==> src/rtl/serial_subtractor_pkg.sv <==
// Shared types and sizing helpers for the digit-serial subtractor.
package serial_subtractor_pkg;

    typedef enum logic [1:0] {
        IDLE,
        RUN,
        DONE
    } state_t;

    function automatic int unsigned ndig(int unsigned n, int unsigned digit);
        return n / digit;
    endfunction

    // Digit counter needs at least one bit even for a single-digit build.
    function automatic int unsigned cnt_w(int unsigned nd);
        return (nd > 1) ? $clog2(nd) : 1;
    endfunction

endpackage

==> src/rtl/serial_subtractor_digit.sv <==
// Combinational DIGIT-bit borrow-ripple subtractor: d = a_d - b_d - bin.
module digit_subtractor #(
    parameter int DIGIT = 1
) (
    input  logic [DIGIT-1:0] a_d,
    input  logic [DIGIT-1:0] b_d,
    input  logic             bin,
    output logic [DIGIT-1:0] d,
    output logic             bout
);

    always_comb begin : ripple
        logic br;
        br = bin;
        d  = '0;
        for (int unsigned i = 0; i < DIGIT; i++) begin
            d[i] = a_d[i] ^ b_d[i] ^ br;
            br   = (~a_d[i] & b_d[i]) | (~(a_d[i] ^ b_d[i]) & br);
        end
        bout = br;
    end

endmodule

==> src/rtl/serial_subtractor.sv <==
// Multi-cycle N-bit subtractor, DIGIT bits per clock, valid/ready on both sides.
// Optional signed-overflow output enabled by defining SUB_OVF_EN.
module serial_subtractor
    import serial_subtractor_pkg::*;
#(
    parameter int N     = 16,
    parameter int DIGIT = 1
) (
    input  logic         clk,
    input  logic         rst,
    input  logic         in_valid,
    output logic         in_ready,
    input  logic [N-1:0] a,
    input  logic [N-1:0] b,
    input  logic         Bin,
    output logic         out_valid,
    input  logic         out_ready,
    output logic [N-1:0] y,
    output logic         Bout
`ifdef SUB_OVF_EN
    ,
    output logic         ovf
`endif
);

    localparam int unsigned NDIG = ndig(N, DIGIT);
    localparam int unsigned CW   = cnt_w(NDIG);

    if (DIGIT < 1 || (N % DIGIT) != 0) begin : g_bad_digit
        $error("serial_subtractor: DIGIT must divide N");
    end

    state_t          state, state_n;
    logic [CW-1:0]   cnt;
    logic [N-1:0]    a_r, b_r;
    logic            br;
    logic [DIGIT-1:0] ad, bd, dd;
    logic            dbo;
    logic            last;

    assign ad   = a_r[cnt*DIGIT +: DIGIT];
    assign bd   = b_r[cnt*DIGIT +: DIGIT];
    assign last = (cnt == CW'(NDIG - 1));

    digit_subtractor #(.DIGIT(DIGIT)) u_digit (
        .a_d  (ad),
        .b_d  (bd),
        .bin  (br),
        .d    (dd),
        .bout (dbo)
    );

    always_comb begin
        state_n = state;
        case (state)
            IDLE:    if (in_valid && in_ready) state_n = RUN;
            RUN:     if (last) state_n = DONE;
            DONE:    if (out_ready) state_n = IDLE;
            default: state_n = IDLE;
        endcase
    end

    // Handshake outputs are flopped from the next state so they never glitch.
    always_ff @(posedge clk) begin
        if (rst) begin
            state     <= IDLE;
            in_ready  <= 1'b1;
            out_valid <= 1'b0;
        end else begin
            state     <= state_n;
            in_ready  <= (state_n == IDLE);
            out_valid <= (state_n == DONE);
        end
    end

    always_ff @(posedge clk) begin
        if (rst) begin
            cnt  <= '0;
            br   <= 1'b0;
            a_r  <= '0;
            b_r  <= '0;
            y    <= '0;
            Bout <= 1'b0;
`ifdef SUB_OVF_EN
            ovf  <= 1'b0;
`endif
        end else begin
            case (state)
                IDLE: begin
                    if (in_valid && in_ready) begin
                        a_r <= a;
                        b_r <= b;
                        br  <= Bin;
                        cnt <= '0;
                    end
                end
                RUN: begin
                    y[cnt*DIGIT +: DIGIT] <= dd;
                    br  <= dbo;
                    cnt <= cnt + CW'(1);
                    if (last) begin
                        cnt  <= '0;
                        Bout <= dbo;
`ifdef SUB_OVF_EN
                        // y's MSB is being written this edge, so take it from the digit result.
                        ovf  <= (a_r[N-1] ^ b_r[N-1]) & (dd[DIGIT-1] ^ a_r[N-1]);
`endif
                    end
                end
                DONE: begin
`ifdef SUB_OVF_EN
                    if (out_ready) ovf <= 1'b0;
`endif
                end
                default: ;
            endcase
        end
    end

endmodule
==> config.mk <==
export PLATFORM = sky130hd
export DESIGN_NAME = serial_subtractor
export DESIGN_NICKNAME = d
export VERILOG_FILES = /design/src/rtl/serial_subtractor_pkg.sv /design/src/rtl/serial_subtractor_digit.sv /design/src/rtl/serial_subtractor.sv
export SDC_FILE = /design/constraint.sdc
export NUM_CORES = 1
export LEC_CHECK = 0
export ABC_AREA = 0
export CORE_MARGIN = 2
export CORE_UTILIZATION = 50
export DETAILED_ROUTE_END_ITERATION = 7
export PLACE_DENSITY = 0.87
export SLEW_MARGIN = 20
export SYNTH_ARGS = -nofsm -noshare
export SYNTH_HDL_FRONTEND = slang
export SYNTH_SLANG_ARGS = --single-unit
==> constraint.sdc <==
create_clock -name clk -period 3.6 [get_ports clk]
set_input_delay 0.9 -clock clk [delete_from_list [all_inputs] [get_ports clk]]
set_output_delay 0.9 -clock clk [all_outputs]
set_load 0.05 [all_outputs]
==> results of run 1 <==
## worst register-to-register path, delay by kind of cell (launching register included)
family          cells  cell delay [ns]
mux                 2             0.85
flops               1             0.65
fa+ha+maj           1             0.49
simple gates        2             0.42
compound gates      2             0.37
## per-stage QoR
stage	cell area (um^2)	worst slack [ns]	instances	util, %
2_1_floorplan	2650	1.02	301	-
3_3_place_gp	3240	0.786	411	63.4
3_5_place_dp	3240	0.709	411	63.4
4_1_cts	3440	0.695	426	67.4
5_1_grt	3440	0.543	426	67.4
6_report	3440	0.702	426	67.4
## per-layer routing
metal	share of wire [%]	vias up
met5	0	-
met4	1.6	0
met3	4.8	10
met2	51	68
met1	43	1031
li1	-	1150
## layout make-up
type / count / area (um^2) / area share (%)
flip-flops and latches: 58 / 1160 / 33.7
clock buffers: 13 / 169 / 4.91
multi-input cells: 218 / 1390 / 40.4
clock inverters: 2 / 35.0 / 1.02
inverters: 6 / 22.5 / 0.655
repair buffers: 59 / 576 / 16.7
well taps: 70 / 87.6 / 2.55
## layout by cell type (no fill, tap or decap), drive strengths merged, types with 2 or more instances in the layout
master         instances
nor2                  14
nand3b                 3
a211oi                11
o21ba                  3
clkdlybuf4s50         54
and3                   3
nand3                  9
mux4                   7
nor4bb                 2
o21ai                  3
a21oi                 50
dfxtp                 58
mux2i                  6
inv                    6
clkbuf                13
nand2                 70
ha                     6
nand2b                 6
buf                    5
nor3b                  2
a21bo                  3
nor3                   4
## cells in the mapped netlist (2+ instances only)
cell type | number | area, um^2
a211oi_1 | 10 | 75.1
a21bo_2 | 3 | 30.0
a21oi_1 | 49 | 245
and3_1 | 3 | 18.8
buf_2 | 8 | 40.0
clkbuf_1 | 9 | 33.8
dfxtp_1 | 58 | 1160
ha_1 | 6 | 75.1
inv_1 | 6 | 22.5
mux2i_1 | 6 | 60.1
mux4_2 | 7 | 158
nand2_1 | 70 | 263
nand2b_1 | 6 | 37.5
nand3_1 | 9 | 45.0
nand3b_1 | 3 | 22.5
nor2_1 | 13 | 48.8
nor3_1 | 3 | 15.0
nor3b_1 | 2 | 15.0
nor4bb_1 | 2 | 20.0
o21ai_0 | 2 | 10.0
o21ba_2 | 3 | 30.0
## sequential cells by signal, indices dropped and copies added (netlist names)
name       count
b_r           16
out_valid      1
br             1
state          2
in_ready       1
a_r           16
cnt            4
Bout           1
y             16
## cell families after synthesis
kind of cell / Yosys count
XOR/XNOR: 1
multiplexers: 14
buffers and inverters: 25
AO/OA/AOI/OAI: 77
adder cells (fa/ha/maj): 7
flip-flops: 58
AND/OR/NAND/NOR: 119
## power by group
part           switching [mW]  total (mW)  internal [mW]
logic                   0.109       0.211          0.102
registers              0.0227       0.696          0.673
clock network           0.246       0.617          0.371
total                   0.377        1.52           1.15
## how the worst max path moves through the flow
stage	startpoint	end	slack (ns)	cells after the start
after CTS	cnt[0]$_SDFFE_PP0P_	y[3]$_SDFFE_PP0P_	0.69	7
final	cnt[0]$_SDFFE_PP0P_	y[3]$_SDFFE_PP0P_	0.70	7
after global placement	cnt[0]$_SDFFE_PP0P_	y[3]$_SDFFE_PP0P_	0.79	7
after detailed placement	cnt[0]$_SDFFE_PP0P_	y[3]$_SDFFE_PP0P_	0.71	7
after floorplan	cnt[1]$_SDFFE_PP0P_	y[12]$_SDFFE_PP0P_	1.02	9
after global routing	cnt[0]$_SDFFE_PP0P_	y[3]$_SDFFE_PP0P_	0.54	7
==> impl_metrics.toml, run 1 <==
[run_status]
status = "complete, no violations"

[hold_path]
whs_endpoint = "a_r[14]$_SDFFE_PP0P_"
worstHoldPathType = "reg -> reg"
min_from = "a_r[14]$_SDFFE_PP0P_"
holdPathStages = 2

[drt]
via_per_inst = 5.30
vias = 2259
dr.first_iter.drc_count = 130
wl_mm = 5.71
firstDrtPassIters = 4
drc = 0
wl_per_cell_um = 13.4
final_antenna_net_count = 0

[placed_design]
gp_congestion = 0.828
port_buffers = 55
hpwl_mm = 4.02

[run]
drv_cap = 0

[global_routing]
track_usage_pct = 21.7
met1_usage_pct = 25.7
first_global_vias = 2333
grtUsageMet2_pct = 36.9
grt_pass1_wl_mm = 10.3
grt.busiest_layer = "met2"
grt_max_degree = 60
antenna_found_initial = 0
grt-ovfl-total = 0
gr-usage-met3_pct = 5.65

[cells_and_area]
synthToLayoutAreaGrowth_pct = 29.8
fillers = 448
insertedDiodeCount = 0
nNetsFinal = 396
drive_above_1_share_pct = 11.2

[yosys]
synth_fp_nets = 345
synth_seq_cells = 58
synth-main-ff-cell = "dfxtp_1"
synth_top_family_by_area = "simple AND/OR/NAND/NOR gates"
synth_simple_gate_area_share_pct = 20.9
ys_types = 44
synth-compound-area-share_pct = 18.4
syn-cell-area_um2 = 2650
synth.mux.area_fraction_pct = 8.64
synthCells = 301
syn_avg_cell_area_um2 = 8.81
ys_seq_area_share_pct = 43.8
synth_edf_count = 0
synth-async-reset-ratio_pct = 0
synth-adder-area-share_pct = 3.59
yosys.area_share.xor_xnor_pct = 0.330
yosysWarnings = 0

[cts]
cts_buffers = 9
cts_tree = "done"
h-tree-depth = 3
clock_latency_ns = 0.34
cts-root-buf = "clkbuf_8"
ctsResizeCount = 0
postCtsSetupBuffers = 0
cts_buffer_depth = 2
clk_pin_slew_ns = 0.06
cts-hold-fix-buffers = 0
cts.sinks = 58

[sta]
whs_ns = 0.453
rsz0062_at_grt = "no"
tns_ns = 0
finClkSkew_ns = 0.00789
relSlewSlack_pct = 34.0
hold_viol = 0
setup_viol = 0
min_period_ns = 2.90
maxSlewViolCount = 0
worst_pin_slew_ns = 0.989
fmax_mhz = 345
fin_crit_sh_pct = 80.5

[pwr]
ir_worst_vdd_uv = 243
finalPower_mw = 1.52
leakage_nw = 1.22
powerDensity_nw_per_um2 = 443

[setup_path]
crit_fanout = 11
timing.rr.start = "cnt[0]$_SDFFE_PP0P_"
r2r_cells = 7
crit_arrival_ns = 3.13
crit_top_cell = "and3_1"
slowest_delay_ns = 0.65
crit_family = "multiplexers"
crit_path_start_kind = "flip-flop"
path_cells = "mux4_2 > mux2_2 > o21ai_1 > fa_1 > and3_1 > and3_1 > o21ba_2"
crit_type = "reg -> reg"
reg2reg_slack_ns = 0.70
critPathSlowestCell = "dfxtp_1"
rr_endpoint = "y[3]$_SDFFE_PP0P_"
endpoint_kind = "flip-flop"
critical_path_required_ns = 3.83
path_buf_inv = 0

[floorplan]
core-area_um2 = 5110
die_w_um = 76.8
ios = 56
die_y_um = 76.8
rows = 26
start_util_pct = 51.9
die_area_um2 = 5900
Power figures use the tool's default switching activity.
==> run 2: changes to the inputs <==
- clock period: 3.6 -> 2.7 ns (I/O delays scaled with it)
==> run 2 against run 1 <==
Sequential power grew 33%; first-iteration DRC count shrank 0.77%; wire length up 7.1%; hold slack better by 0.0024 ns; worst setup slack worse by 0.58 ns; largest cell class unchanged; non-clock buffer count up 6; die area did not move; core utilization is 1.2 points higher.
==> impl_metrics.toml, run 2 (synthesis results as in run 1) <==
[floorplan]
rows = 26
ios = 56
core-area_um2 = 5110
die_area_um2 = 5900
die_y_um = 76.8
die_w_um = 76.8
start_util_pct = 51.9

[cells_and_area]
final_util_pct = 68.5
fillers = 410
drive_above_1_share_pct = 13.8
multi_input_area_um2 = 1410
insertedDiodeCount = 0
nNetsFinal = 402
regArea_um2 = 1170
final_cell_mix = "nand2_1, dfxtp_1, clkdlybuf4s50_1"
design_area_um2 = 3500
largestRegisters = "a_r: 16 flops, b_r: 16 flops, y: 16 flops"
final_common_cell = "nand2_1"
synthToLayoutAreaGrowth_pct = 32.0
final_cells = 433

[cts]
cts_tree = "done"
cts-hold-fix-buffers = 0
cts_buffer_depth = 2
cts.sinks = 58
cts_buffers = 9
h-tree-depth = 3
clock_latency_ns = 0.34
clk_pin_slew_ns = 0.07
cts-root-buf = "clkbuf_8"

[placed_design]
hpwl_mm = 4.16
dpl_cell_area_um2 = 3270
pre_cts_ws_ns = -0.0770
port_buffers = 55
gp_congestion = 0.780
placed_cells = 416

[setup_path]
crit_type = "reg -> reg"
crit_path_start_kind = "flip-flop"
critPathSlowestCell = "fa_1"
crit_arrival_ns = 2.85
slowest_delay_ns = 0.61
path_buf_inv = 0
crit_fanout = 4
critical_path_required_ns = 2.97
path_cells = "mux4_2 > nand2_1 > and3_1 > a21oi_1 > fa_1 > nand2b_1 > or4_4 > mux2i_1"
crit_family = "simple AND/OR/NAND/NOR gates"
endpoint_kind = "flip-flop"

[drt]
wl_per_cell_um = 14.1
wl_mm = 6.11
final_antenna_net_count = 0
via_per_inst = 5.26
firstDrtPassIters = 4
dr.first_iter.drc_count = 129
vias = 2279
drc = 0

[run_status]
status = "complete, no violations"

[global_routing]
grt_pass1_wl_mm = 9.89
antenna_found_initial = 0
grt_max_degree = 38
grt-ovfl-total = 0
track_usage_pct = 21.1
first_global_vias = 2197
met1_usage_pct = 24.8
gr-usage-met3_pct = 4.47
grt.busiest_layer = "met2"
grtUsageMet2_pct = 36.5

[sta]
worst_pin_slew_ns = 0.619
worst_slack_ns = 0.122
whs_ns = 0.456
fin_crit_sh_pct = 95.5
setup_viol = 0
finClkSkew_ns = 0.00832
fmax_mhz = 388
hold_viol = 0
tns_ns = 0
relSlewSlack_pct = 58.8
min_period_ns = 2.58
maxSlewViolCount = 0
rsz0062_at_grt = "yes"

[run]
drv_cap = 0

[pwr]
powerDensity_nw_per_um2 = 580
ir_worst_vdd_uv = 404
pwr-share-clk_pct = 39.4
power_frac_comb_pct = 15.0
p_sw_share_pct = 25.1
switchingPower_mw = 0.510
intPower_mw = 1.52
sequentialPowerShare_pct = 45.6
finalPower_mw = 2.03
leakage_nw = 1.25

[hold_path]
worstHoldPathType = "reg -> reg"
==> run 2: area by class of cell <==
cell class	instances	share of cell area, %
Timing Repair Buffer	65	17.7
Clock inverter	2	1.00
Clock buffer	14	4.65
Tap cell	70	2.50
Multi-Input combinational cell	218	40.2
Sequential cell	58	33.3
Inverter	6	0.644
==> run 2: what timing repair did <==
action | 4_1_cts | 5_1_grt
resized for setup | 1 | 5
setup buffers | 0 | 1
endpoints found under the setup margin | 5 | 7
pin swaps | 0 | 1
endpoints found under the hold margin | 0 | 0
==> run 2: metal layers <==
layer	part of all wire [%]	routed length, um
met5	0	0
met1	41	2530
met2	52	3180
met3	4.4	268
met4	2.3	138
==> run 2: worst reg2reg max path, stage by stage (launching register included) <==
cell      delay (ns)
dfxtp_2         0.39
mux4_2          0.54
nand2_1         0.09
and3_1          0.14
a21oi_1         0.05
fa_1            0.61
nand2b_1        0.12
or4_4           0.42
mux2i_1         0.14
==> run 2: power by group through the flow <==
stage / Clock, mW / Combinational (mW) / Sequential, mW
3_5_place_dp: 0 / 0.290 / 0.944
2_1_floorplan: 0 / 0.184 / 0.941
4_1_cts: 0.808 / 0.296 / 0.925
3_3_place_gp: 0 / 0.284 / 0.942
5_1_grt: 0.844 / 0.336 / 0.930
6_report: 0.799 / 0.305 / 0.926
==> run 2: path summary, 6_finish.rpt <==
check	from	to	slack (ns)	depth (start not counted)
max	cnt[1]$_SDFFE_PP0P_	y[4]$_SDFFE_PP0P_	0.12	8
min	b_r[5]$_SDFFE_PP0P_	b_r[5]$_SDFFE_PP0P_	0.46	2
max reg2reg	cnt[1]$_SDFFE_PP0P_	y[4]$_SDFFE_PP0P_	0.12	8
min reg2reg	b_r[5]$_SDFFE_PP0P_	b_r[5]$_SDFFE_PP0P_	0.46	2
